File: src/rtl/pulse_transmitter.sv
// ---------------------------------------------------------------------------
// pulse_transmitter
//
// Purpose:
//   Generates the timing pulse that the receiver's delay element later delays
//   and compares against. Issues single-shot or free-running pulses whose
//   width and rise-to-rise period are programmable at runtime in clk cycles.
//   A one-cycle tx_strobe marks every rising edge for the propagation-time
//   meter, and a wrapping pulse counter allows cross-checking against the
//   number of received pulses.
//
// Ports:
//   clk          system clock, all logic on its rising edge
//   rst          synchronous active-high reset
//   enable       master enable; low blocks new pulses, never truncates one
//   continuous   1 = free-running pulse train, 0 = one pulse per start
//   start        level-sampled request, only acted on while idle
//   width_cfg    pulse high time in cycles (0 selects DEF_WIDTH)
//   period_cfg   rise-to-rise period in cycles (0 selects DEF_PERIOD)
//   pulse_out    registered transmit pulse
//   tx_strobe    one-cycle high on the first cycle of every pulse
//   busy         high while a pulse or its trailing gap is in progress
//   pulse_count  pulses emitted since reset, wraps silently
// ---------------------------------------------------------------------------
module pulse_transmitter #(
    parameter int CNT_W      = 16,
    parameter int PCOUNT_W   = 16,
    parameter int DEF_WIDTH  = 130,
    parameter int DEF_PERIOD = 15714
) (
    input  logic                clk,
    input  logic                rst,
    input  logic                enable,
    input  logic                continuous,
    input  logic                start,
    input  logic [CNT_W-1:0]    width_cfg,
    input  logic [CNT_W-1:0]    period_cfg,
    output logic                pulse_out,
    output logic                tx_strobe,
    output logic                busy,
    output logic [PCOUNT_W-1:0] pulse_count
);

    typedef enum logic [1:0] {
        IDLE,
        PULSE,
        GAP
    } state_e;

    localparam logic [CNT_W-1:0]    CNT_ONE  = CNT_W'(1);
    localparam logic [CNT_W-1:0]    CNT_MAX  = '1;
    localparam logic [CNT_W-1:0]    DEF_W_C  = CNT_W'(DEF_WIDTH);
    localparam logic [CNT_W-1:0]    DEF_P_C  = CNT_W'(DEF_PERIOD);
    localparam logic [PCOUNT_W-1:0] PC_ONE   = PCOUNT_W'(1);

    state_e                state_q, state_d;
    logic [CNT_W-1:0]      cnt_q, cnt_d;
    logic [CNT_W-1:0]      width_q, width_d;
    logic [CNT_W-1:0]      period_q, period_d;
    logic [PCOUNT_W-1:0]   pcount_q, pcount_d;
    logic                  pulse_q, pulse_d;
    logic                  strobe_q, strobe_d;
    logic                  busy_q, busy_d;

    logic                  launch;
    logic [CNT_W-1:0]      widthRaw, periodRaw;
    logic [CNT_W-1:0]      widthEff, periodEff;

    // Resolve the live configuration into the width/period that would be
    // latched on a rising edge. The period must always leave at least one
    // low cycle, and a maximal width is pulled down by one so that its
    // forced period still fits in the counter.
    always_comb begin
        widthRaw  = (width_cfg  == '0) ? DEF_W_C : width_cfg;
        periodRaw = (period_cfg == '0) ? DEF_P_C : period_cfg;
        widthEff  = widthRaw;
        periodEff = periodRaw;
        if (widthRaw == CNT_MAX) begin
            widthEff  = CNT_MAX - CNT_ONE;
            periodEff = CNT_MAX;
        end else if (periodRaw <= widthRaw) begin
            periodEff = widthRaw + CNT_ONE;
        end
    end

    // State register: every piece of state, including the registered
    // outputs, updates here. Reset truncates any pulse in flight.
    always_ff @(posedge clk) begin
        if (rst) begin
            state_q  <= IDLE;
            cnt_q    <= '0;
            width_q  <= DEF_W_C;
            period_q <= DEF_P_C;
            pcount_q <= '0;
            pulse_q  <= 1'b0;
            strobe_q <= 1'b0;
            busy_q   <= 1'b0;
        end else begin
            state_q  <= state_d;
            cnt_q    <= cnt_d;
            width_q  <= width_d;
            period_q <= period_d;
            pcount_q <= pcount_d;
            pulse_q  <= pulse_d;
            strobe_q <= strobe_d;
            busy_q   <= busy_d;
        end
    end

    // Next-state logic. The counter runs 1..W through the high phase and
    // continues W+1..P through the gap, so a rise-to-rise period is exactly
    // P cycles when the train chains straight back into PULSE. A launch,
    // whether from IDLE or from the end of a gap, always re-latches W/P.
    always_comb begin
        state_d  = state_q;
        cnt_d    = cnt_q;
        width_d  = width_q;
        period_d = period_q;
        pcount_d = pcount_q;
        launch   = 1'b0;

        case (state_q)
            IDLE: begin
                if (enable && (start || continuous)) begin
                    launch = 1'b1;
                end
            end
            PULSE: begin
                cnt_d = cnt_q + CNT_ONE;
                if (cnt_q == width_q) begin
                    state_d = GAP;
                end
            end
            GAP: begin
                if (cnt_q == period_q) begin
                    if (continuous && enable) begin
                        launch = 1'b1;
                    end else begin
                        state_d = IDLE;
                        cnt_d   = '0;
                    end
                end else begin
                    cnt_d = cnt_q + CNT_ONE;
                end
            end
            default: begin
                state_d = IDLE;
                cnt_d   = '0;
            end
        endcase

        if (launch) begin
            state_d  = PULSE;
            cnt_d    = CNT_ONE;
            width_d  = widthEff;
            period_d = periodEff;
            pcount_d = pcount_q + PC_ONE;
        end
    end

    // Output logic: next values of the registered outputs follow directly
    // from where the state machine is heading and whether it launches.
    always_comb begin
        pulse_d  = (state_d == PULSE);
        strobe_d = launch;
        busy_d   = (state_d != IDLE);
    end

    assign pulse_out   = pulse_q;
    assign tx_strobe   = strobe_q;
    assign busy        = busy_q;
    assign pulse_count = pcount_q;

endmodule

File: config.mk
export PLATFORM = sky130hd
export DESIGN_NAME = pulse_transmitter
export DESIGN_NICKNAME = d
export VERILOG_FILES = /design/src/rtl/pulse_transmitter.sv
export SDC_FILE = /design/constraint.sdc
export NUM_CORES = 1
export LEC_CHECK = 0
export ABC_AREA = 1
export CAP_MARGIN = 20
export CORE_MARGIN = 2
export CORE_UTILIZATION = 59
export DETAILED_ROUTE_END_ITERATION = 10
export PLACE_DENSITY = 0.8
export SYNTH_ARGS = -nofsm -noshare
export SYNTH_HDL_FRONTEND = slang
export SYNTH_SLANG_ARGS = --single-unit
File: constraint.sdc
create_clock -name clk -period 5.2 [get_ports clk]
set_clock_uncertainty 0.05 [all_clocks]
set_input_delay 1.04 -clock clk [delete_from_list [all_inputs] [get_ports clk]]
set_output_delay 1.04 -clock clk [all_outputs]
set_load 0.02 [all_outputs]
# Word level (Yosys, flattened, before mapping)
# Index checks and enable logic that the tools add are counted.
dict set report totals {
  register_bits 69
  inputBits 37
  output_inout_bits 19
  word_cells 51
}
dict set report classes {
  n_addsub 3
  magnitude_cmp 1
  eq_ne 9
  mux 18
  bitwise_logic 1
  reduce_logical 10
}
# op count
set op_table {}
lappend op_table {{2-to-1 mux 16 bit} 7}
lappend op_table {{adder 16 x 1 -> 16 bit (second input constant)} 3}
lappend op_table {{one-hot mux 16 bit (3 select lines)} 1}
lappend op_table {{equality test 16 bit} 2}
lappend op_table {{logical NOT 16 bit} 2}
lappend op_table {{equality test 16 bit (second input constant)} 1}
lappend op_table {{<= comparator 16 bit} 1}
lappend op_table {{2-to-1 mux 2 bit} 4}
lappend op_table {{one-hot mux 2 bit (3 select lines)} 1}
lappend op_table {{equality test 2 x 1 -> 1 bit (second input constant)} 2}
lappend op_table {{2-to-1 mux 1 bit} 4}
lappend op_table {{!= test 4 bit (second input constant)} 1}
lappend op_table {{AND reduction 2 bit} 2}
lappend op_table {{!= test 3 bit (second input constant)} 1}
lappend op_table {{equality test 2 bit (second input constant)} 1}
lappend op_table {{logical AND 1 bit} 2}
lappend op_table {{logical NOT 2 bit} 1}
lappend op_table {{!= test 2 bit (second input constant)} 1}
lappend op_table {{one-hot mux 1 bit (2 select lines)} 1}
lappend op_table {{nonzero test 2 bit} 1}
lappend op_table {{OR reduction 2 bit} 1}
lappend op_table {{logical OR 1 bit} 1}
lappend op_table {{inverter 1 bit} 1}

# Longest topological paths before layout
dict set report logic_depth {
  depth_word 6
  depth_mapped 22
  depth_no_buf 21
}

# Least setup slack after synthesis
# No wires, ideal clock.
dict set report synth_timing {
  path_type {input-to-reg}
  start {input port width_cfg[4]}
  end {register period_q[5]}
  setup_time_ps 114
  arrival_ps 2863
  t_required_ps 5036
  setup_slack_ps 2173
  path_stages 17
  n_path_buf 1
  path_cell_list {inv_1 -> nand4_1 -> nor2_1 -> nand2_1 -> nand2_1 -> inv_1 -> ha_1 -> a21o_1 -> nor2_1 -> nand2_1 -> nand2_1 -> nand2_1 -> nand2_1 -> clkbuf_1 -> nand2_1 -> a21oi_1 -> nor2_1}
}
dict set report synth_between {
  elab_chain_len 5
  elab_cells_between_ends 7
  cone_classes {add/sub: 1; order compare: 1; eq/ne: 1; mux: 3; reduce/logical: 1}
}
# element line
set synth_rtl {}
lappend synth_rtl {{start: declaration} 36} ;# input logic [CNT_W-1:0] width_cfg,
lappend synth_rtl {{logical NOT 16 bit} 74} ;# widthRaw = (width_cfg == '0) ? DEF_W_C : width_cfg;
lappend synth_rtl {{2-to-1 mux 16 bit *} 74}
lappend synth_rtl {{adder 16 x 1 -> 16 bit / <= comparator 16 bit (equally long branches)} {82, 81}}
lappend synth_rtl {{2-to-1 mux 16 bit} 81} ;# end else if (periodRaw <= widthRaw) begin
lappend synth_rtl {{2-to-1 mux 16 bit *} 78} ;# if (widthRaw == CNT_MAX) begin
lappend synth_rtl {{end signal: assignment} 102} ;# period_q <= period_d;
lappend synth_rtl {{end: declaration} 59} ;# logic [CNT_W-1:0] period_q, period_d;
# Mark *: on every way between the ends. The rest lies on a longest branch, timed or not.
# A chain may end at the register's enable or synchronous reset.

# Worst setup path after layout
dict set report layout_timing {
  start {input port period_cfg[15]}
  end {register period_q[5]}
}
dict set report layout_between {
  elab_chain_len 5
}
# element line
set layout_rtl {}
lappend layout_rtl {{start: declaration} 37} ;# input logic [CNT_W-1:0] period_cfg,
lappend layout_rtl {{logical NOT 16 bit} 75} ;# periodRaw = (period_cfg == '0) ? DEF_P_C : period_cfg;
lappend layout_rtl {{2-to-1 mux 16 bit *} 75}
lappend layout_rtl {{<= comparator 16 bit} 81}
lappend layout_rtl {{2-to-1 mux 16 bit *} 81}
lappend layout_rtl {{2-to-1 mux 16 bit *} 78}
# Marks and branches as above.

==> out/results.ini <==
[worst_setup_path]
r2r_cells = 10
reg2reg_from = state_q[0]
critPathMaxFanout = 22
r2r-end = period_q[8]
crit_path_start = period_cfg[15]
cp-end-kind = flip-flop
rrSetupSlack_ns = 2.68
critical_path_class = input port to flip-flop
arrival_ns = 4.14
timing.critical_path.to = period_q[5]
crit_required_ns = 5.39
cp-start-kind = input port

[yosys]
yosysMostFrequentCell = nand2_1
netlist.top_cell.by_area = dfxtp_1
synthArstFlopShare_pct = 0
yosys_warnings = 0
synth.distinct_cells = 31
synth.yosys.seq_area_share_pct = 29.03
netlist.area_leader.share_pct = 29.03
synth_seq_cells = 69
syn-num-nets = 852
netlist_top_cells_count = nand2_1 (257), nor2_1 (114), inv_1 (84)
syn_inst = 793
synth_edf_count = 0
synth_area_sq_um = 4758
synth_area_leaders = dfxtp_1 (29%), nand2_1 (20%), nor2_1 (9.0%), nand3_1 (6.6%), inv_1 (6.6%)
synth_area_per_cell_sq_um = 6.000
synth_flop_cell = dfxtp_1

[pwr]
leakagePower_nw = 2.540
p_per_area_nw_per_um2 = 232.4
irDropWorstVdd_v = 0.0001824

[run_status]
status = finished, final reports clean

[hold_path]
min_path_type = flip-flop to flip-flop
whs_path_depth = 2

[sta]
relSlewSlack_pct = 57.05
fin_tns_setup_ns = 0
hold-worst-slack_ns = 0.4295
timing.fmax_mhz = 253.2
hold_viol_final = 0
rsz0062_at_grt = false
period_needed_ns = 3.950
setup_violations = 0
worst_pin_slew_ns = 0.6428
post-route-period-util_pct = 75.96
slew_viol_final = 0

[clock_tree]
cts_tree = built
numCtsBuffers = 9
htreeDepth = 3
cts_sinks = 69
postCtsHoldBufs = 0
ctsRootBufferMaster = clkbuf_8
postCtsSetupBuffers = 0
cts.repair.resized = 0
clkTransAtPathRegs_ns = 0.08
cts_max_path_buffers = 2
worstSkewPairLatency_ns = 0.34

[detailed_routing]
wl_per_cell_um = 13.36
drc = 0
drtPass1Iterations = 4
viasPerCell = 5.342
postRouteAntennaNets = 0
num_vias = 5016
drtIter0Drc = 299
wl_mm = 12.54

[global_route]
grt_overflow = 0
grt_usage_pct = 29.58
grt_pass1_vias = 4500
grt_max_degree = 26
grt_pass1_wl_mm = 20.92
antenna_found_initial = 0

[placement]
gp_congestion = 0.9527
dp_hpwl_mm = 9.705
io_buffers = 55
place_inst = 924

[floorplanning]
die-area_sq_um = 8799
die_y_um = 93.81
io_pins = 56
placementRows = 32
coreArea_sq_um = 7767
start_util_pct = 61.26
die_x_um = 93.81

[finish]
nets = 892
num_antenna_cells = 0
fillers = 725
final_cells = 939
drive_gt1_share_pct = 4.540
syn_to_final_growth_pct = 16.09

[job]
drv_cap = 0

-- worst min path at each step --
stage	start	to	slack (ns)
floorplan	period_q[7]	period_q[7]	0.39
global placement	period_q[7]	period_q[7]	0.41
detailed placement	period_q[7]	period_q[7]	0.41
CTS	period_q[7]	period_q[7]	0.42
global route	period_q[7]	period_q[7]	0.45
finish	period_q[7]	period_q[7]	0.43
-- report_power, final --
part	leakage (nW)	switching [mW]	internal, mW
Sequential	0.562	0.0216	0.553
Clock	0.103	0.203	0.268
Combinational	1.87	0.147	0.0913
-- worst max-delay path, stage by stage --
cell and delay (ns):
clkdlybuf4s50_1 0.56, nor2_1 0.08, nand2_1 0.06, nor2_1 0.05, nand2_1 0.05, inv_1 0.10
nor2_1 0.22, inv_1 0.07, ha_1 0.31, a21oi_1 0.12, o21ai_0 0.09, a21oi_1 0.18
nand2_1 0.23, nand2_1 0.54, nand2_1 0.10, a21oi_1 0.26, nor2_1 0.06
-- metrics by stage --
step,power (mW),utilization (%),setup slack [ns],area (sq um)
6_report,1.284,71.12,1.250,5524
3_3_place_gp,0.8150,68.48,0.9232,5319
4_1_cts,1.286,71.12,1.264,5524
3_5_place_dp,0.8215,68.48,0.8973,5319
2_1_floorplan,0.7408,-,2.173,4758
5_1_grt,1.345,71.12,0.9320,5524
-- cell usage in the layout, fill, tap and decap left out, drive strengths merged --
cell           instances
a21o                   1
a21oi                 39
and2                   1
buf                    1
bufinv                 2
clkbuf                11
clkdlybuf4s50         55
clkinv                 3
dfxtp                 69
ha                    22
inv                   95
nand2                261
nand3                 66
nand3b                 1
nand4                 14
nor2                 117
nor3                  10
nor4                   1
o211ai                 1
o21ai                 38
o21bai                 1
or2                    1
xnor2                  7
xor2                  20
-- cell families after synthesis --
| logic type | Yosys count | share of synthesized area [%] |
|---|---|---|
| simple gates | 472 | 41.34 |
| buf+inv | 123 | 10.31 |
| compound gates | 80 | 8.572 |
| flops | 69 | 29.03 |
| xor+xnor | 27 | 4.970 |
| fa+ha+maj | 22 | 5.785 |
-- layer usage --
| metal | part of all wire (%) | global-route usage [%] | up-vias |
|---|---|---|---|
| li1 | - | - | 2569 |
| met3 | 6.2 | 5.618 | 15 |
| met4 | 1.4 | 6.522 | 0 |
| met2 | 45 | 47.62 | 169 |
| met1 | 48 | 41.19 | 2263 |
| met5 | 0 | 0 | - |
-- registers in the layout, summed over array words and instances (netlist names) --
name	cells
busy	1
cnt_q	16
period_q	16
pulse_count	16
pulse_out	1
state_q	2
tx_strobe	1
width_q	16
-- final cells by class --
class | instances | area, sq um | share of cell area [%]
multi-input cells | 601 | 2887 | 52.25
flip-flops and latches | 69 | 1381 | 25.01
repair buffers | 56 | 558.0 | 10.10
inverters | 96 | 365.4 | 6.614
clock buffers | 11 | 131.4 | 2.378
well taps | 102 | 127.6 | 2.310
clock inverters | 4 | 73.82 | 1.336
Power figures use the tool's default switching activity.
